`src/rtl/vram_fetch_arbiter.sv`:
```
// Shared video RAM sequencer: raster timing, per-group video fetch, CPU slot arbitration.
// Optional interrupt generator: define VRAM_IRQ_GEN_EN.
module vram_fetch_arbiter #(
    parameter int          H_TOTAL   = 320,
    parameter int          H_ACTIVE  = 256,
    parameter int          V_TOTAL   = 262,
    parameter int          V_ACTIVE  = 224,
    parameter int          HS_START  = 272,
    parameter int          HS_END    = 304,
    parameter int          VS_START  = 236,
    parameter int          VS_END    = 240,
    parameter logic [15:0] VRAM_BASE = 16'h2400
) (
    input  logic        c,
    input  logic        r,
    input  logic        cpu_req,
    input  logic        cpu_we,
    input  logic [15:0] cpu_addr,
    output logic [15:0] ram_addr,
    output logic        ram_cpu_sel,
    output logic        ram_we,
    output logic        vid_latch,
    output logic        sr_ld_n,
    output logic        cpu_ack,
    output logic [8:0]  hcnt,
    output logic [8:0]  vcnt,
    output logic        hblank,
    output logic        vblank,
    output logic        hsync_n,
    output logic        vsync_n
`ifdef VRAM_IRQ_GEN_EN
    ,
    output logic        irq_mid,
    output logic        irq_vbl,
    output logic [7:0]  irq_vec
`endif
);

    localparam logic [1:0] S_IDLE = 2'd0;
    localparam logic [1:0] S_ACC  = 2'd1;
    localparam logic [1:0] S_ACK  = 2'd2;

    localparam logic [8:0] H_LAST = 9'(H_TOTAL - 1);
    localparam logic [8:0] V_LAST = 9'(V_TOTAL - 1);
    localparam logic [8:0] H_ACT  = 9'(H_ACTIVE);
    localparam logic [8:0] V_ACT  = 9'(V_ACTIVE);
    localparam logic [8:0] HS_S   = 9'(HS_START);
    localparam logic [8:0] HS_E   = 9'(HS_END);
    localparam logic [8:0] VS_S   = 9'(VS_START);
    localparam logic [8:0] VS_E   = 9'(VS_END);
    localparam logic [5:0] G_FEND = 6'(H_ACTIVE / 8 - 1);
    localparam logic [5:0] G_LAST = 6'(H_TOTAL / 8 - 1);

    logic [8:0]  hcnt_q, hcnt_d, vcnt_q, vcnt_d;
    logic [1:0]  state_q, state_d;
    logic [15:0] ram_addr_q, ram_addr_d;
    logic        ram_cpu_sel_q, ram_cpu_sel_d;
    logic        ram_we_q, ram_we_d;
    logic        vid_latch_q, vid_latch_d;
    logic        sr_ld_n_q, sr_ld_n_d;
    logic        cpu_ack_q, cpu_ack_d;
    logic        hblank_q, hblank_d, vblank_q, vblank_d;
    logic        hsync_n_q, hsync_n_d, vsync_n_q, vsync_n_d;

    logic [5:0]  grp, f_col;
    logic [2:0]  ph;
    logic [8:0]  nxt_line, f_line;
    logic [15:0] f_addr;
    logic        fetch, slot_free;

    // Everything is decoded from the next counter value so that the
    // registered outputs line up with the registered hcnt/vcnt.
    always_comb begin
        hcnt_d = (hcnt_q == H_LAST) ? 9'd0 : hcnt_q + 9'd1;
        vcnt_d = vcnt_q;
        if (hcnt_q == H_LAST)
            vcnt_d = (vcnt_q == V_LAST) ? 9'd0 : vcnt_q + 9'd1;

        grp      = hcnt_d[8:3];
        ph       = hcnt_d[2:0];
        nxt_line = (vcnt_d == V_LAST) ? 9'd0 : vcnt_d + 9'd1;
        fetch    = 1'b0;
        f_line   = vcnt_d;
        f_col    = grp + 6'd1;
        if (grp < G_FEND && vcnt_d < V_ACT) begin
            fetch = 1'b1;
        end else if (grp == G_LAST && nxt_line < V_ACT) begin
            fetch  = 1'b1;
            f_line = nxt_line;
            f_col  = 6'd0;
        end
        f_addr = VRAM_BASE + {2'b00, f_line, 5'b00000} + {10'd0, f_col};

        // ACC plus ACK must both avoid p4/p5 of a fetch group.
        slot_free = !(fetch && (ph == 3'd3 || ph == 3'd4 || ph == 3'd5));

        case (state_q)
            S_IDLE:  state_d = (cpu_req && slot_free) ? S_ACC : S_IDLE;
            S_ACC:   state_d = S_ACK;
            S_ACK:   state_d = S_IDLE;
            default: state_d = S_IDLE;
        endcase

        ram_cpu_sel_d = (state_d != S_IDLE);
        ram_we_d      = (state_d == S_ACC) && cpu_we;
        cpu_ack_d     = (state_d == S_ACK);

        ram_addr_d = ram_addr_q;
        if (state_d == S_ACC)
            ram_addr_d = cpu_addr;
        else if (fetch && (ph == 3'd4 || ph == 3'd5))
            ram_addr_d = f_addr;

        vid_latch_d = fetch && (ph == 3'd5);
        sr_ld_n_d   = !(fetch && (ph == 3'd7));
        hblank_d    = (hcnt_d >= H_ACT);
        vblank_d    = (vcnt_d >= V_ACT);
        hsync_n_d   = !(hcnt_d >= HS_S && hcnt_d < HS_E);
        vsync_n_d   = !(vcnt_d >= VS_S && vcnt_d < VS_E);
    end

    always_ff @(posedge c or negedge r) begin
        if (!r) begin
            hcnt_q        <= 9'd0;
            vcnt_q        <= 9'd0;
            state_q       <= S_IDLE;
            ram_addr_q    <= VRAM_BASE;
            ram_cpu_sel_q <= 1'b0;
            ram_we_q      <= 1'b0;
            vid_latch_q   <= 1'b0;
            sr_ld_n_q     <= 1'b1;
            cpu_ack_q     <= 1'b0;
            hblank_q      <= 1'b0;
            vblank_q      <= 1'b0;
            hsync_n_q     <= 1'b1;
            vsync_n_q     <= 1'b1;
        end else begin
            hcnt_q        <= hcnt_d;
            vcnt_q        <= vcnt_d;
            state_q       <= state_d;
            ram_addr_q    <= ram_addr_d;
            ram_cpu_sel_q <= ram_cpu_sel_d;
            ram_we_q      <= ram_we_d;
            vid_latch_q   <= vid_latch_d;
            sr_ld_n_q     <= sr_ld_n_d;
            cpu_ack_q     <= cpu_ack_d;
            hblank_q      <= hblank_d;
            vblank_q      <= vblank_d;
            hsync_n_q     <= hsync_n_d;
            vsync_n_q     <= vsync_n_d;
        end
    end

    assign hcnt        = hcnt_q;
    assign vcnt        = vcnt_q;
    assign ram_addr    = ram_addr_q;
    assign ram_cpu_sel = ram_cpu_sel_q;
    assign ram_we      = ram_we_q;
    assign vid_latch   = vid_latch_q;
    assign sr_ld_n     = sr_ld_n_q;
    assign cpu_ack     = cpu_ack_q;
    assign hblank      = hblank_q;
    assign vblank      = vblank_q;
    assign hsync_n     = hsync_n_q;
    assign vsync_n     = vsync_n_q;

`ifdef VRAM_IRQ_GEN_EN
    localparam logic [8:0] V_MID = 9'd96;

    logic       irq_mid_q, irq_mid_d, irq_vbl_q, irq_vbl_d;
    logic [7:0] irq_vec_q, irq_vec_d;

    always_comb begin
        irq_mid_d = (hcnt_d == 9'd0) && (vcnt_d == V_MID);
        irq_vbl_d = (hcnt_d == 9'd0) && (vcnt_d == V_ACT);
        irq_vec_d = irq_vec_q;
        if (irq_mid_d)
            irq_vec_d = 8'hCF;
        else if (irq_vbl_d)
            irq_vec_d = 8'hD7;
    end

    always_ff @(posedge c or negedge r) begin
        if (!r) begin
            irq_mid_q <= 1'b0;
            irq_vbl_q <= 1'b0;
            irq_vec_q <= 8'h00;
        end else begin
            irq_mid_q <= irq_mid_d;
            irq_vbl_q <= irq_vbl_d;
            irq_vec_q <= irq_vec_d;
        end
    end

    assign irq_mid = irq_mid_q;
    assign irq_vbl = irq_vbl_q;
    assign irq_vec = irq_vec_q;
`endif

endmodule

```
`config.mk`:
```
export PLATFORM = sky130hd
export DESIGN_NAME = vram_fetch_arbiter
export DESIGN_NICKNAME = d
export VERILOG_FILES = /design/src/rtl/vram_fetch_arbiter.sv
export SDC_FILE = /design/constraint.sdc
export NUM_CORES = 1
export LEC_CHECK = 0
export ABC_CLOCK_PERIOD_IN_PS = 5690
export BUFFER_PORTS_ARGS = -buffer_cell sky130_fd_sc_hd__buf_2
export CAP_MARGIN = 40
export CORE_MARGIN = 2
export CORE_UTILIZATION = 52
export DETAILED_ROUTE_END_ITERATION = 6
export GPL_TIMING_DRIVEN = 0
export PLACE_DENSITY = 0.75
export SLEW_MARGIN = 20
export SYNTH_ARGS = -nofsm -noshare
export SYNTH_HDL_FRONTEND = slang
export SYNTH_SLANG_ARGS = --single-unit
```
`constraint.sdc`:
```
create_clock -name c -period 5.69 [get_ports c]
set_input_delay 0.8535 -clock c [delete_from_list [all_inputs] [get_ports c]]
set_output_delay 0.8535 -clock c [all_outputs]
set_load 0.02 [all_outputs]
```
# After elaboration in Yosys (flattened, before gate mapping)
# Cells that the tools add are included.
dict set report op_classes {
  addsub 6
  order_cmp 9
  eq_ne 11
  mux 14
  reduce_logical 20
}
# op count
set op_table {}
lappend op_table {{9-bit 2-to-1 mux} 6}
lappend op_table {{16-bit 2-to-1 mux} 2}
lappend op_table {{9-bit by 1-bit adder with 9-bit output, second input constant} 3}
lappend op_table {{9-bit == test, second input constant} 3}
lappend op_table {{9-bit by 8-bit < comparator with 1-bit output, second input constant} 3}
lappend op_table {{9-bit by 8-bit >= comparator with 1-bit output, second input constant} 2}
lappend op_table {{9-bit >= comparator, second input constant} 2}
lappend op_table {{15-bit by 6-bit adder with 16-bit output} 1}
lappend op_table {{14-bit by 14-bit adder with 15-bit output, first input constant} 1}
lappend op_table {{6-bit 2-to-1 mux} 2}
lappend op_table {{1-bit logical AND} 10}
lappend op_table {{3-bit == test, second input constant} 3}
lappend op_table {{9-bit < comparator, second input constant} 1}
lappend op_table {{6-bit by 1-bit adder with 6-bit output, second input constant} 1}
lappend op_table {{6-bit == test, second input constant} 1}
lappend op_table {{6-bit by 5-bit < comparator with 1-bit output, second input constant} 1}
lappend op_table {{2-bit by 1-bit == test with 1-bit output, second input constant} 2}
lappend op_table {{1-bit logical NOT} 4}
lappend op_table {{2-bit case mux with 2 select lines} 1}
lappend op_table {{2-bit nonzero test} 2}
lappend op_table {{3-bit by 2-bit == test with 1-bit output, second input constant} 1}
lappend op_table {{1-bit logical OR} 3}
lappend op_table {{1-bit 2-to-1 mux} 3}
lappend op_table {{2-bit == test, second input constant} 1}
lappend op_table {{2-bit logical NOT} 1}
dict set report word_totals {
  regBits 45
  inputBits 20
  output_inout_bits 43
  elab_cells 73
}

# Depth between registers and ports, before layout
# Gate-level depths: netlist of run 1.
dict set report depth {
  ltp_word 16
  mapped_depth 22
  depth_no_buf 21
}

# Worst setup path after synthesis of run 1
# Ideal clock, no wire load.
dict set report synth_path {
  path_type {register to register}
  from {register vcnt_q[4], in the netlist vcnt[4]}
  to {register ram_addr_q[10], in the netlist ram_addr[10]}
  setup_time_ns 0.059
  arrival_ns 4.436
  t_required_ns 5.631
  path_slack_ns 1.195
  path_stages_with_launch 21
  path_buffers 3
  synth_period_minus_slack_ns 4.495
  path_cell_list {dfrtp_1 > buf_2 > or4b_1 > o211ai_1 > nor2_1 > a21oi_1 > inv_1 > ha_1 > clkbuf_1 > a32oi_1 > a31o_2 > o21ai_2 > buf_6 > or3_1 > o21ai_0 > ha_1 > nand3b_1 > mux2_2 > or4_1 > nand2_1 > a21o_1}
}
dict set report synth_between {
  elab_chain_cells 16
}
# item line
set synth_rtl {}
lappend synth_rtl {{from (decl)} 54} ;# logic [8:0] hcnt_q, hcnt_d, vcnt_q, vcnt_d;
lappend synth_rtl {{from (signal assigned)} 139} ;# vcnt_q <= vcnt_d;
lappend synth_rtl {{9-bit == test *} 77} ;# vcnt_d = (vcnt_q == V_LAST) ? 9'd0 : vcnt_q + 9'd1;
lappend synth_rtl {{9-bit 2-to-1 mux *} 77}
lappend synth_rtl {{9-bit 2-to-1 mux *} 76} ;# if (hcnt_q == H_LAST)
lappend synth_rtl {{via vcnt_d[1]} 54}
lappend synth_rtl {{parallel branches: the longest is 13 deep, another holds 15-bit by 6-bit adder with 16-bit output} n/a}
lappend synth_rtl {{to (signal assigned)} 141} ;# ram_addr_q <= ram_addr_d;
lappend synth_rtl {{to (decl)} 56} ;# logic [15:0] ram_addr_q, ram_addr_d;
# Mark *: on every way through the listed nets, which the timed path passes. The select of a mux whose other input is x is not followed.
# A chain may end at the register's enable or synchronous reset.

# Worst setup path in the final report of run 1
dict set report layout_path {
  from {register vcnt_q[4], in the netlist vcnt[4]}
  to {register ram_addr_q[14], in the netlist ram_addr[14]}
}
# Same word-level chain as after synthesis.

==> results.md, run 1 <==
- The async set or reset register ratio after synthesis is 100%.
- The post-synthesis share of cell area spent on and, or, nand and nor gates is approximately 24%.
- The number of antenna diodes in the final layout is 0.
- The iteration-0 DRC count of the detailed router is between 200 and 250.
- The total nets after synthesis is about 360.
- The synthesized netlist contains 80 unique library cells.
- The worst path uses between 90% and 100% of the clock period.
- The relative contribution of the clock network to total power is roughly 40%.
- The cell leakage power is between 1.5 and 2 nW.
- The smallest clock period supported by the final layout is computed as 5.13 ns.
- The count of max-cap constraint violations is 0.
- The weighted congestion reported at the end of routability-driven placement is slightly above 0.9.
- The area overhead of the layout relative to synthesis is 18.0%.
- In this run, flip-flops and latches consume 48.1% of the power.
- The final setup skew is between 0.009 and 0.01 ns.
- The post-route netlist has 30.1% of its cells at a drive strength greater than 1.
- At the pin with the least slew margin, the transition time is 0.834 ns.
- The total vias in the final route is between 2000 and 3000.
- The number of failing setup endpoints in the final timing report is 0.
- The area enclosed by the die boundary is roughly 6700 sq um.
- For the worst-skew pair, the clock arrives at the later sink with an insertion delay of around 0.30 ns.
- STA classifies the critical path startpoint as a flop.
- The gate count of the mapped netlist is around 330.
- Once the clock tree was built, the setup fixing pass inserted 0 buffers.
- The count of flip-flops with a built-in enable after synthesis is 0.
- By startpoint and endpoint, the worst setup path is classified as reg2reg.
- The first global-routing pass estimated ~13 mm of wire.
- After synthesis, the mean cell area works out to roughly 9.6 sq um.
- TritonCTS built the clock tree.
- The die is 81.7 um tall.
- The number of warnings printed during yosys synthesis is 0.
- The relative contribution of combinational cells to total power is around 12%.
- The count of input and output buffers is 62.
- The upper clock frequency limit is 195 MHz.
- The internal power consumption is approximately 0.54 mW.
- The synthesized design contains 44 register bits.
- In this run, post-CTS repair resized a total of 0 instances.
- The number of placed I/O pins is 63.
- Along the worst path, the maximum fanout reaches 10.
- Measured along the x axis, the die boundary spans 81.7 um.
- The H-tree was split into 2 levels.
- The standard cell core area is around 6000 sq um.
- The number of global-route vias before repair was 2678.
- The pin count of the biggest net entering global routing is 24.
- The number of nets at the end of the flow is roughly 430.
- Cells fill between 60% and 70% of the core in the end.
- The worst stage delay on the critical path is roughly 0.57 ns.
- The path class of the lowest-slack min-delay path is reg2reg.
- The number of rows in the core area is 28.
- The synthesized-area fraction occupied by adder cells is under 10%.
- The run finished with clean final reports.
- The arrival time at the worst endpoint is between 5 and 6 ns.
- The clock sink count is between 40 and 50.
- The combinational family with the most area after synthesis is simple AND/OR/NAND/NOR gates.
- The net switching power is about 0.16 mW.
- The cell family contributing the most delay on the critical path is compound AO/OA/AOI/OAI gates.
- STA classifies the critical path endpoint as a flop.
- The design draws 0.703 mW.
- The xor/xnor share of the synthesized area is between 5 and 6%.
- The top cell types in the final layout, fill and taps aside, are sky130_fd_sc_hd__buf_2 (67), sky130_fd_sc_hd__dfrtp_1 (39), sky130_fd_sc_hd__nor2_1 (24).
- VDD sags by at most between 0.1 and 0.15 mV.
- The post-detailed-placement half-perimeter wirelength is ~6 mm.
- The number of buffers inserted during clock tree synthesis is 5.
- Hold repair after CTS inserted 0 buffers.
- The final number of hold-violating endpoints came to 0.
- The headroom to the max-slew limit is roughly 44%.
- In the routed design, unresolved DRC markers number 0.
- Walking the worst path, the cells encountered are buf_2, or4b_1, o211ai_1, nor2_1, a21oi_1, inv_1, ha_1, clkbuf_1, a32oi_1, a31o_2, o21ai_2, buf_6, or3_1, o21ai_0, ha_1, nand3b_1, mux2_2, o31ai_2, nor3b_2, o21bai_1.
- In this run switching power makes up between 20% and 30% of total power.
- The slowest stage cell on the critical path is sky130_fd_sc_hd__or4b_1.
- The initial antenna violation count is 0.
- For this run, the detailed router's first-pass iteration total came to 5.
- The post-synthesis mux area share is 5.26%.
- The portion of the post-synthesis area used by sequential elements is between 30% and 40%.
- The required time at the worst-slack endpoint is a little under 6 ns.
- The power density of the placed cells is 190 nW/um^2.
- CTS placed an instance of sky130_fd_sc_hd__clkbuf_8 at the clock tree root.
- The average vias per placed instance is about 6.0.
- Setup repair after global routing left no endpoint under its margin.
- The remaining global-route overflow is 0.
- The wire length per cell after detailed routing is ~16 um.
- The library cell used most frequently in the layout, excluding fill and tap cells, is sky130_fd_sc_hd__buf_2.
- The leading register cell type out of synthesis is sky130_fd_sc_hd__dfrtp_1.
- Adding up every negative setup slack in the final design gives 0 ns.
- Summing the areas of all compound-gate instances in the mapped netlist gives around a fifth of the synthesized area.
- For this run, the total global-route usage over all layers was measured as 24.7%.
- No sink is reached through more buffers than the 2 on the longest clock path.
- The count of pins over their slew limit is 0.
- Clock-pin slew was measured on the worst setup and hold paths at about 0.080 ns.
- The count of nets left with antenna violations once routing finished came out at 0.
- Summing every instance area after synthesis gives about 3100 sq um.
- Counting the fill cells in the layout gives about 510.
- In this design, the critical path's most frequently occurring cell is sky130_fd_sc_hd__ha_1.
- The post-detailed-routing wire length is a little under 8 mm.
- The initial utilization of the core area, before any placement, comes to approximately 53%.
- The number of buffer and inverter stages on the critical path is 4.
- Across all register-to-register paths, the minimum setup slack is about 0.56 ns.
[worst reg2reg max path: stages, from the launching register on]
cell	delay, ns
sky130_fd_sc_hd__dfrtp_1	0.38
sky130_fd_sc_hd__buf_2	0.19
sky130_fd_sc_hd__or4b_1	0.57
sky130_fd_sc_hd__o211ai_1	0.34
sky130_fd_sc_hd__nor2_1	0.08
sky130_fd_sc_hd__a21oi_1	0.26
sky130_fd_sc_hd__inv_1	0.14
sky130_fd_sc_hd__ha_1	0.27
sky130_fd_sc_hd__clkbuf_1	0.26
sky130_fd_sc_hd__a32oi_1	0.38
sky130_fd_sc_hd__a31o_2	0.25
sky130_fd_sc_hd__o21ai_2	0.08
sky130_fd_sc_hd__buf_6	0.17
sky130_fd_sc_hd__or3_1	0.36
sky130_fd_sc_hd__o21ai_0	0.09
sky130_fd_sc_hd__ha_1	0.22
sky130_fd_sc_hd__nand3b_1	0.09
sky130_fd_sc_hd__mux2_2	0.31
sky130_fd_sc_hd__o31ai_2	0.25
sky130_fd_sc_hd__nor3b_2	0.26
sky130_fd_sc_hd__o21bai_1	0.14
[power groups by stage]
stage / clock network [mW] / registers, mW / logic (mW)
after floorplan: 0 / 0.363 / 0.0275
after global placement: 0 / 0.344 / 0.0790
after detailed placement: 0 / 0.344 / 0.0832
after CTS: 0.289 / 0.338 / 0.0834
after global routing: 0.301 / 0.340 / 0.0895
final: 0.283 / 0.338 / 0.0816
[worst paths after layout]
| check | startpoint | depth (start not counted) | end |
|---|---|---|---|
| worst max-delay path | vcnt[4]$_DFF_PN0_ | 20 | ram_addr[14]$_DFFE_PN0P_ |
| worst min-delay path | state_q[1]$_DFF_PN0_ | 1 | cpu_ack$_DFF_PN0_ |
| worst max register to register | vcnt[4]$_DFF_PN0_ | 20 | ram_addr[14]$_DFFE_PN0P_ |
| worst min register to register | state_q[1]$_DFF_PN0_ | 1 | cpu_ack$_DFF_PN0_ |
| max in group asynchronous | r | 2 | sr_ld_n$_DFF_PN1_ |
| min in group asynchronous | r | 1 | state_q[0]$_DFF_PN0_ |
[synth_stat cells (3+ instances only)]
master / instances / share of area [%]
sky130_fd_sc_hd__a21o_1: 5 / 1.2
sky130_fd_sc_hd__a21oi_1: 12 / 1.9
sky130_fd_sc_hd__a22oi_1: 5 / 1.2
sky130_fd_sc_hd__a31oi_1: 4 / 0.80
sky130_fd_sc_hd__a41oi_1: 4 / 1.1
sky130_fd_sc_hd__and2_1: 5 / 1.0
sky130_fd_sc_hd__and4_1: 5 / 1.4
sky130_fd_sc_hd__buf_2: 5 / 0.80
sky130_fd_sc_hd__clkbuf_1: 4 / 0.48
sky130_fd_sc_hd__dfrtp_1: 39 / 31
sky130_fd_sc_hd__dfstp_2: 5 / 4.2
sky130_fd_sc_hd__ha_1: 11 / 4.4
sky130_fd_sc_hd__inv_1: 13 / 1.6
sky130_fd_sc_hd__inv_2: 4 / 0.48
sky130_fd_sc_hd__mux2_2: 4 / 1.4
sky130_fd_sc_hd__mux2i_1: 12 / 3.8
sky130_fd_sc_hd__nand2_1: 22 / 2.6
sky130_fd_sc_hd__nand3_1: 18 / 2.9
sky130_fd_sc_hd__nand4_1: 8 / 1.6
sky130_fd_sc_hd__nand4b_1: 4 / 1.1
sky130_fd_sc_hd__nor2_1: 24 / 2.9
sky130_fd_sc_hd__nor3_1: 7 / 1.1
sky130_fd_sc_hd__o21a_1: 3 / 0.72
sky130_fd_sc_hd__o21ai_0: 12 / 1.9
sky130_fd_sc_hd__o21ai_1: 7 / 1.1
sky130_fd_sc_hd__o21ai_2: 3 / 0.84
sky130_fd_sc_hd__or3_1: 4 / 0.80
sky130_fd_sc_hd__xnor2_1: 11 / 3.1
sky130_fd_sc_hd__xor2_1: 5 / 1.4
[sequential cells by signal, indices dropped and copies added, names as in the netlist]
| signal | flops |
|---|---|
| state_q | 2 |
| cpu_ack | 1 |
| vblank | 1 |
| hblank | 1 |
| ram_we | 1 |
| vsync_n | 1 |
| sr_ld_n | 1 |
| ram_addr | 16 |
| hcnt | 8 |
| vcnt | 9 |
| hsync_n | 1 |
| vid_latch | 1 |
| ram_cpu_sel | 1 |
[routing by layer]
layer	wire [um]	vias up	track usage, %
met5	0	-	0
met4	159	0	7.50
met3	459	18	4.18
met2	3650	132	39.6
met1	3540	1313	34.2
li1	-	1370	-
[through the flow]
stage / instances / worst slack (ns) / area, sq um / hold slack (ns)
after floorplan: 328 / 1.19 / 3140 / 0.426
after global placement: 465 / 0.731 / 3540 / 0.433
after detailed placement: 466 / 0.675 / 3570 / 0.460
after CTS: 474 / 0.626 / 3700 / 0.472
after global routing: 474 / 0.170 / 3700 / 0.502
final: 474 / 0.557 / 3700 / 0.468
[final cells by class]
type	instances	area [sq um]	share of cell area, %
Clock buffer	6	72.6	1.96
Clock inverter	2	60.1	1.62
Sequential cell	44	1110	29.9
Buffer	14	82.6	2.23
Timing Repair Buffer	63	338	9.12
Tap cell	75	93.8	2.53
Multi-Input combinational cell	252	1880	50.7
Inverter	18	70.1	1.89
[kinds of logic (layout without fill, tap and decap cells)]
family,after synthesis,after routing
AO/OA/AOI/OAI,86,86
AND/OR/NAND/NOR,121,121
buffers and inverters,32,103
flip-flops,44,44
multiplexers,16,16
adder cells (fa/ha/maj),11,11
XOR/XNOR,18,18
(Power assumes the default switching activity.)
==> run 2: changes to the inputs <==
--- a/config.mk
+++ b/config.mk
@@ -8,11 +8,11 @@
 export ABC_CLOCK_PERIOD_IN_PS = 5690
 export BUFFER_PORTS_ARGS = -buffer_cell sky130_fd_sc_hd__buf_2
 export CAP_MARGIN = 40
-export CORE_MARGIN = 2
-export CORE_UTILIZATION = 52
+export CORE_MARGIN = 3
+export CORE_UTILIZATION = 56
 export DETAILED_ROUTE_END_ITERATION = 6
 export GPL_TIMING_DRIVEN = 0
-export PLACE_DENSITY = 0.75
+export PLACE_DENSITY = 0.8
 export SLEW_MARGIN = 20
 export SYNTH_ARGS = -nofsm -noshare
 export SYNTH_HDL_FRONTEND = slang
==> run 2 against run 1 <==
Net effect: worst setup slack better by 0.030 ns; power is 3.6% lower; clock power is 9.2% lower; worst hold slack worse by 0.0060 ns; global-route usage is 1.4 points higher; register-to-register slack better by 0.03 ns; sequential share of layout area is 0.14 points higher; highest routed layer unchanged; fmax is 0.59% higher; cell area is 0.47% lower; non-clock buffer count stayed put; clock skew is 0.0035 ns lower.
==> results.md, run 2 (synthesized netlist as in run 1, its figures left out) <==
- The cell family contributing the most delay on the critical path is compound AO/OA/AOI/OAI gates.
- The starting density of the core is 59.5% (+6.2 points).
- The setup fix buffers added after clock tree synthesis is 0 (unchanged).
- The clock sink count is 44 (unchanged).
- The number of rows in the core area was 26 (-7.1%).
- The clock slew seen by the registers of the worst setup and hold paths came to 0.09 ns (about the same).
- The wire length of the first global-routing pass is 13.4 mm (+5.5%).
- The pin count of the biggest net entering global routing was 24 (unchanged).
- The area enclosed by the die boundary was 6540 sq um (-2.0%).
- The count of pins over their slew limit is 0 (unchanged).
- The number of flip-flops under the largest register name is 16 (unchanged).
- Setup repair after global routing left no endpoint under its margin.
- The upper clock frequency limit came to 196 MHz (+0.59%).
- The worst-skew pair later-pin latency is 0.30 ns (about the same).
- The final instance area came to 3680 sq um (-0.47%).
- TritonCTS built the clock tree.
- The final number of hold-violating endpoints is 0 (unchanged).
- The total vias in the final route came to 2908 (+2.6%).
- The total instance count after detailed placement was 461 (-1.1%).
- For this design, the slowest cell found on the critical path is sky130_fd_sc_hd__or4b_1.
- The transition time at the pin with the least slew margin is 0.760 ns (-0.0745 ns).
- The remaining global-route overflow is 0 (unchanged).
- The run finished with clean final reports.
- STA classifies the critical path startpoint as a flop.
- The tree is rooted in a sky130_fd_sc_hd__clkbuf_8.
- The number of buffer and inverter stages on the critical path is 4 (unchanged).
- In the layout the commonest cells are sky130_fd_sc_hd__buf_2 (67), sky130_fd_sc_hd__dfrtp_1 (39), sky130_fd_sc_hd__nor2_1 (24).
- The total placed instance area came to 3560 sq um (-0.18%).
- The cell leakage power is 1.72 nW (-0.23%).
- Relative to the synthesized area, the layout overhead comes to 17.4%.
- The standard cell core area is 5270 sq um (-10%).
- The sequential cell area in the final layout is 1110 sq um (unchanged).
- The number of filler instances in the final layout is 435 (-14%).
- The power density of the placed cells is 184 nW/um^2 (-3.1%).
- The shortest clock period the worst path allows after layout came to 5.10 ns (-0.0302 ns).
- The largest fanout on the critical path was 10 (unchanged).
- The die height is 80.9 um (-1.0%).
- The count of input and output buffers is 62 (unchanged).
- The number of failing setup endpoints in the final timing report is 0 (unchanged).
- The headroom to the max-slew limit is 49.2% (+5.0 points).
- The post-detailed-placement half-perimeter wirelength is 5.99 mm (+0.27%).
- The horizontal die dimension is 80.9 um (-1.0%).
- The global routing usage summed across all routing layers is 26.0% (+1.4 points).
- The count of inserted antenna diode cells is 0 (unchanged).
- The path class of the lowest-slack min-delay path is reg2reg.
- The type of the setup path with the least slack is reg2reg.
- The final setup slack of the worst path is 0.587 ns (+0.0302 ns).
- The final setup skew was 0.00551 ns (-0.00350 ns).
- The share of layout cells above drive strength 1 is 30.3% (+0.25 points).
- The final total negative setup slack is 0 ns (unchanged).
- The number of placed I/O pins is 63 (unchanged).
- The number of buffers inserted by hold repair at cts is 0 (unchanged).
- The residual DRC count came to 0 (unchanged).
- The deepest level of the CTS H-tree is 2 (unchanged).
- The placement-stage worst setup slack is 0.685 ns (+0.00978 ns).
- The total design power is 0.678 mW (-3.6%).
- The register-to-register setup slack is 0.59 ns (+0.03 ns).
- STA classifies the critical path endpoint as a flop.
- The most numerous cell on the critical path is sky130_fd_sc_hd__ha_1.
- The area of the multi-input gates came to 1880 sq um (unchanged).
- The weighted congestion reported at the end of routability-driven placement came to 0.938 (+2.5%).
- The iteration-0 DRC count of the detailed router is 233 (-4.9%).
- The final hold slack is 0.462 ns (-0.00596 ns).
- The number of buffers on the longest clock path is 2 (unchanged).
- The count of max-cap constraint violations is 0 (unchanged).
- The final clock period utilization by the worst path is 89.7% (-0.53 points).
- The count of nets left with antenna violations after detail routing is 0 (unchanged).
- The number of gates given a new drive strength after cts was 0 (unchanged).
- The post-layout instance count excluding filler cells is 469 (-1.1%).
- The number of iterations in the first detailed-routing pass came to 7 (+2).
- The signal on the critical path passes through buf_2, or4b_1, o211ai_1, nor2_1, a21oi_1, inv_1, ha_1, clkbuf_1, a32oi_1, a31o_2, o21ai_2, buf_6, or3_1, o21ai_0, ha_1, nand3_1, mux2_2, o31ai_2, nor3b_2, o21bai_1.
- The post-detailed-routing wire length is 7.97 mm (+2.2%).
- The worst stage delay on the critical path is 0.59 ns (+0.02 ns).
- The number of global-route vias before repair is 2756 (+2.9%).
- The required time at the worst-slack endpoint is 5.91 ns (about the same).
- The wire length per cell after detailed routing was 17.0 um (+3.3%).
- The worst ir drop on vdd is 0.170 mV (+24%).
- The number of nets at the end of the flow is 429 (unchanged).
- The arrival time at the worst endpoint is 5.33 ns (-0.02 ns).
- The average vias per placed instance is 6.20 (+3.7%).
- The initial antenna violation count is 0 (unchanged).
- The share of the core filled with cells in the final layout is 69.9% (+7.0 points).
- The most common library cell in the layout ignoring fill and taps is sky130_fd_sc_hd__buf_2.
- The number of buffers inserted during clock tree synthesis is 5 (unchanged).
[run 2: cell types whose count changed in the layout (fill, tap and decap cells not counted)]
cell | previous run | this run
sky130_fd_sc_hd__clkbuf_1 | 5 | 4
sky130_fd_sc_hd__clkbuf_8 | 5 | 6
sky130_fd_sc_hd__clkinv_4 | 0 | 1
sky130_fd_sc_hd__bufinv_16 | 2 | 1
[run 2: where the power goes]
part	switching (mW)	leakage (nW)	total, mW	internal, mW
Sequential	0.00845	0.551	0.339	0.330
Clock	0.114	0.0614	0.257	0.144
Combinational	0.0479	1.11	0.0819	0.0340
Total	0.170	1.72	0.678	0.508
[run 2: metal layers]
| layer | global-route usage (%) | part of all wire (%) | vias to the layer above | routed length [um] |
|---|---|---|---|---|
| li1 | - | - | 1368 | - |
| met1 | 38.1 | 45 | 1375 | 3630 |
| met2 | 39.9 | 46 | 149 | 3660 |
| met3 | 2.88 | 6.9 | 16 | 554 |
| met4 | 9.12 | 1.6 | 0 | 127 |
| met5 | 0 | 0 | - | 0 |
[run 2: layout make-up]
cell class,count,area share [%]
Timing Repair Buffer,63,9.17
Sequential cell,44,30.1
Inverter,18,1.90
Buffer,14,2.24
Clock inverter,2,1.05
Tap cell,70,2.38
Multi-Input combinational cell,252,51.0
Clock buffer,6,2.24
[run 2: final timing paths]
check / startpoint / depth (start not counted) / endpoint
max: vcnt[4]$_DFF_PN0_ / 20 / ram_addr[14]$_DFFE_PN0P_
min: state_q[1]$_DFF_PN0_ / 1 / cpu_ack$_DFF_PN0_
max reg2reg: vcnt[4]$_DFF_PN0_ / 20 / ram_addr[14]$_DFFE_PN0P_
min reg2reg: state_q[1]$_DFF_PN0_ / 1 / cpu_ack$_DFF_PN0_
max in group asynchronous: r / 2 / vsync_n$_DFF_PN1_
min in group asynchronous: r / 1 / ram_addr[0]$_DFFE_PN0P_
[run 2: worst register-to-register path: stages, from the launching register on]
cell and delay (ns):
sky130_fd_sc_hd__dfrtp_1 0.38, sky130_fd_sc_hd__buf_2 0.19, sky130_fd_sc_hd__or4b_1 0.59, sky130_fd_sc_hd__o211ai_1 0.37, sky130_fd_sc_hd__nor2_1 0.07, sky130_fd_sc_hd__a21oi_1 0.24
sky130_fd_sc_hd__inv_1 0.12, sky130_fd_sc_hd__ha_1 0.25, sky130_fd_sc_hd__clkbuf_1 0.23, sky130_fd_sc_hd__a32oi_1 0.35, sky130_fd_sc_hd__a31o_2 0.27, sky130_fd_sc_hd__o21ai_2 0.08
sky130_fd_sc_hd__buf_6 0.17, sky130_fd_sc_hd__or3_1 0.35, sky130_fd_sc_hd__o21ai_0 0.08, sky130_fd_sc_hd__ha_1 0.21, sky130_fd_sc_hd__nand3_1 0.09, sky130_fd_sc_hd__mux2_2 0.32
sky130_fd_sc_hd__o31ai_2 0.25, sky130_fd_sc_hd__nor3b_2 0.27, sky130_fd_sc_hd__o21bai_1 0.14
==> run 3: changes to the inputs <==
--- a/config.mk
+++ b/config.mk
@@ -8,6 +8,7 @@
 export ABC_CLOCK_PERIOD_IN_PS = 5690
 export BUFFER_PORTS_ARGS = -buffer_cell sky130_fd_sc_hd__buf_2
 export CAP_MARGIN = 40
+export CORE_ASPECT_RATIO = 1.1
 export CORE_MARGIN = 3
 export CORE_UTILIZATION = 56
 export DETAILED_ROUTE_END_ITERATION = 6
==> run 3 against run 2 <==
Net effect: clock-buffer cell count unchanged; critical path depth rose by 1; sequential share of layout area down 0.11 points; die area barely moved; cell area increased by 0.37%; combinational power is essentially flat; via count fell by 1.6%; critical path type unchanged; highest routed layer unchanged.
==> results.md, run 3 (synthesized netlist as in run 1, its figures left out) <==
- The final instance area was 3700 sq um (+0.37%).
- The final clock period utilization by the worst path is 89.9% (+0.18 points).
- The horizontal die dimension came to 77.4 um (-4.3%).
- The beginning of the worst hold path is state_q[1]$_DFF_PN0_.
- The residual DRC count came to 0 (unchanged).
- The weighted congestion reported at the end of routability-driven placement is 0.923 (-1.6%).
- The number of buffers on the longest clock path came to 2 (unchanged).
- The share of layout cells above drive strength 1 is 30.1% (-0.25 points).
- The upper clock frequency limit came to 196 MHz (-0.20%).
- The endpoint identified for the worst register-to-register timing path is ram_addr[12]$_DFFE_PN0P_.
- In this design, the largest share of critical-path delay is due to compound AO/OA/AOI/OAI gates.
- The worst ir drop on vdd came to 0.175 mV (+2.5%).
- The placement-stage worst setup slack was 0.692 ns (+0.00702 ns).
- The deepest level of the CTS H-tree is 2 (unchanged).
- The initial antenna violation count is 0 (unchanged).
- The clock sink count is 44 (unchanged).
- The clock slew seen by the registers of the worst setup and hold paths is 0.09 ns (about the same).
- The library cells used most frequently in the layout, excluding fill and tap cells, are sky130_fd_sc_hd__buf_2 (67), sky130_fd_sc_hd__dfrtp_1 (39), sky130_fd_sc_hd__nor2_1 (24).
- The worst reg-to-reg path cell count is 21 (+5.0%).
- The number of buffers inserted by hold repair at cts was 0 (unchanged).
- The largest fanout on the critical path came to 10 (unchanged).
- The area enclosed by the die boundary is 6540 sq um (about the same).
- The headroom to the max-slew limit is 40.6% (-8.6 points).
- The cell leakage power came to 1.73 nW (+0.23%).
- The post-detailed-routing wire length is 7.65 mm (-4.1%).
- The critical path startpoint category is a flop.
- The wire length per cell after detailed routing is 16.2 um (-4.5%).
- The most common library cell in the layout ignoring fill and taps is sky130_fd_sc_hd__buf_2.
- The worst-skew pair later-pin latency is 0.30 ns (about the same).
- The path class of the lowest-slack min-delay path is reg2reg.
- The count of max-cap constraint violations is 0 (unchanged).
- The number of gates given a new drive strength after cts is 0 (unchanged).
- The number of buffers inserted during clock tree synthesis came to 5 (unchanged).
- The final number of hold-violating endpoints is 0 (unchanged).
- In this run the critical register-to-register path is launched from vcnt[1]$_DFF_PN0_.
- The hold-critical path depth came to 1 (unchanged).
- The critical path is of the reg2reg type.
- The most numerous cell on the critical path is sky130_fd_sc_hd__ha_1.
- Setup repair after global routing left no endpoint under its margin.
- The final setup slack of the worst path is 0.577 ns (-0.0102 ns).
- The total vias in the final route came to 2861 (-1.6%).
- The routed length on met1 is 3.42 mm (-5.8%).
- The number of nets at the end of the flow is 429 (unchanged).
- The count of pins over their slew limit came to 0 (unchanged).
- The global routing usage summed across all routing layers is 24.2% (-1.8 points).
- The final setup skew was 0.00905 ns (+0.00354 ns).
- The post-detailed-placement half-perimeter wirelength came to 5.89 mm (-1.7%).
- The number of global-route vias before repair is 2822 (+2.4%).
- The final total negative setup slack is 0 ns (unchanged).
- The area of the multi-input gates is 1880 sq um (unchanged).
- The power density of the placed cells is 190 nW/um^2 (+3.1%).
- The slowest stage cell on the critical path is sky130_fd_sc_hd__dfrtp_1.
- The uppermost signal routing layer after detailed routing is met4.
- The wire length on met2 came to 3.64 mm (-0.79%).
- The wire length of the first global-routing pass was 13.0 mm (-3.0%).
- The number of filler instances in the final layout is 421 (-3.2%).
- The count of nets left with antenna violations after detail routing is 0 (unchanged).
- The worst setup path is captured at a flop.
- The standard cell core area was 5200 sq um (-1.3%).
- The worst stage delay on the critical path is 0.47 ns (-0.12 ns).
- The met3 wirelength from detailed routing was 397 um (-28%).
- The flow ran to the end, and the final reports show no timing, DRC or antenna violations.
- The number of iterations in the first detailed-routing pass is 5 (-2).
- The total placed instance area is 3570 sq um (about the same).
- The number of buffer and inverter stages on the critical path came to 4 (unchanged).
- The iteration-0 DRC count of the detailed router was 153 (-34%).
- The count of inserted antenna diode cells was 0 (unchanged).
- The number of flip-flops under the largest register name is 16 (unchanged).
- The clock tree root buffer cell is sky130_fd_sc_hd__clkbuf_8.
- The average vias per placed instance came to 6.07 (-2.0%).
- The remaining global-route overflow is 0 (unchanged).
- The setup fix buffers added after clock tree synthesis is 0 (unchanged).
- The share of the core filled with cells in the final layout was 71.1% (+1.2 points).
- The starting density of the core is 60.3% (+0.77 points).
- The number of placed I/O pins is 63 (unchanged).
- TritonCTS built the clock tree.
- The total design power is 0.701 mW (+3.5%).
- The number of rows in the core area is 27 (+3.8%).
- The number of failing setup endpoints in the final timing report is 0 (unchanged).
- The end point of the worst hold path is cpu_ack$_DFF_PN0_.
- The transition time at the pin with the least slew margin is 0.889 ns (+0.129 ns).
- The count of input and output buffers is 62 (unchanged).
- The register-to-register setup slack is 0.58 ns (about the same).
- The signal on the critical path passes through inv_1, ha_1, or4bb_1, o211ai_1, nor2_1, a21oi_1, inv_1, ha_1, clkbuf_1, a32oi_1, a31o_2, o21ai_2, buf_6, or3_1, o21ai_0, ha_1, nand3b_1, mux2_2, o31ai_2, a211oi_1, a211oi_1.
- The required time at the worst-slack endpoint came to 5.89 ns (-0.02 ns).
- The sequential cell area in the final layout was 1110 sq um (unchanged).
- Compared with the post-synthesis result, the final layout area differs by 17.9%.
- The pin count of the biggest net entering global routing is 26 (+8.3%).
- The die height is 84.5 um (+4.5%).
- The shortest clock period the worst path allows after layout is 5.11 ns (+0.0102 ns).
- The arrival time at the worst endpoint is 5.31 ns (-0.02 ns).
run 3: per-stage QoR:
step                std cells  hold WS (ns)
floorplan                 328         0.426
global placement          462         0.433
detailed placement        463         0.451
CTS                       471         0.465
global route              471         0.490
finish                    471         0.465
run 3: metal layers:
metal / GRT usage [%] / vias up
met5: 0 / -
met4: 8.25 / 0
met3: 3.22 / 23
met2: 39.7 / 119
met1: 33.1 / 1349
li1: - / 1370
run 3: worst register-to-register path, cell delays in order (launching register included):
cell and delay [ns]:
sky130_fd_sc_hd__dfrtp_1 0.47, sky130_fd_sc_hd__inv_1 0.09, sky130_fd_sc_hd__ha_1 0.17, sky130_fd_sc_hd__or4bb_1 0.43, sky130_fd_sc_hd__o211ai_1 0.32, sky130_fd_sc_hd__nor2_1 0.07, sky130_fd_sc_hd__a21oi_1 0.24, sky130_fd_sc_hd__inv_1 0.13
sky130_fd_sc_hd__ha_1 0.25, sky130_fd_sc_hd__clkbuf_1 0.24, sky130_fd_sc_hd__a32oi_1 0.37, sky130_fd_sc_hd__a31o_2 0.26, sky130_fd_sc_hd__o21ai_2 0.09, sky130_fd_sc_hd__buf_6 0.18, sky130_fd_sc_hd__or3_1 0.36, sky130_fd_sc_hd__o21ai_0 0.09
sky130_fd_sc_hd__ha_1 0.22, sky130_fd_sc_hd__nand3b_1 0.08, sky130_fd_sc_hd__mux2_2 0.30, sky130_fd_sc_hd__o31ai_2 0.28, sky130_fd_sc_hd__a211oi_1 0.13, sky130_fd_sc_hd__a211oi_1 0.25
run 3: area by class of cell:
| class | count | share of cell area (%) |
|---|---|---|
| Clock buffer | 6 | 1.96 |
| Inverter | 18 | 1.89 |
| Sequential cell | 44 | 29.9 |
| Tap cell | 72 | 2.44 |
| Multi-Input combinational cell | 252 | 50.8 |
| Clock inverter | 2 | 1.62 |
| Timing Repair Buffer | 63 | 9.13 |
| Buffer | 14 | 2.23 |
run 3: worst max path at each step:
stage	startpoint	to	depth (start not counted)
2_1_floorplan	vcnt[4]$_DFF_PN0_	ram_addr[10]$_DFFE_PN1P_	20
3_3_place_gp	vcnt[4]$_DFF_PN0_	ram_addr[14]$_DFFE_PN0P_	20
3_5_place_dp	vcnt[1]$_DFF_PN0_	ram_addr[12]$_DFFE_PN0P_	21
4_1_cts	vcnt[1]$_DFF_PN0_	ram_addr[12]$_DFFE_PN0P_	21
5_1_grt	vcnt[1]$_DFF_PN0_	ram_addr[12]$_DFFE_PN0P_	21
6_report	vcnt[1]$_DFF_PN0_	ram_addr[12]$_DFFE_PN0P_	21
run 3: where the power goes:
group | internal [mW] | switching [mW]
Sequential | 0.330 | 0.00834
Clock | 0.175 | 0.105
Combinational | 0.0340 | 0.0482
Total | 0.540 | 0.162
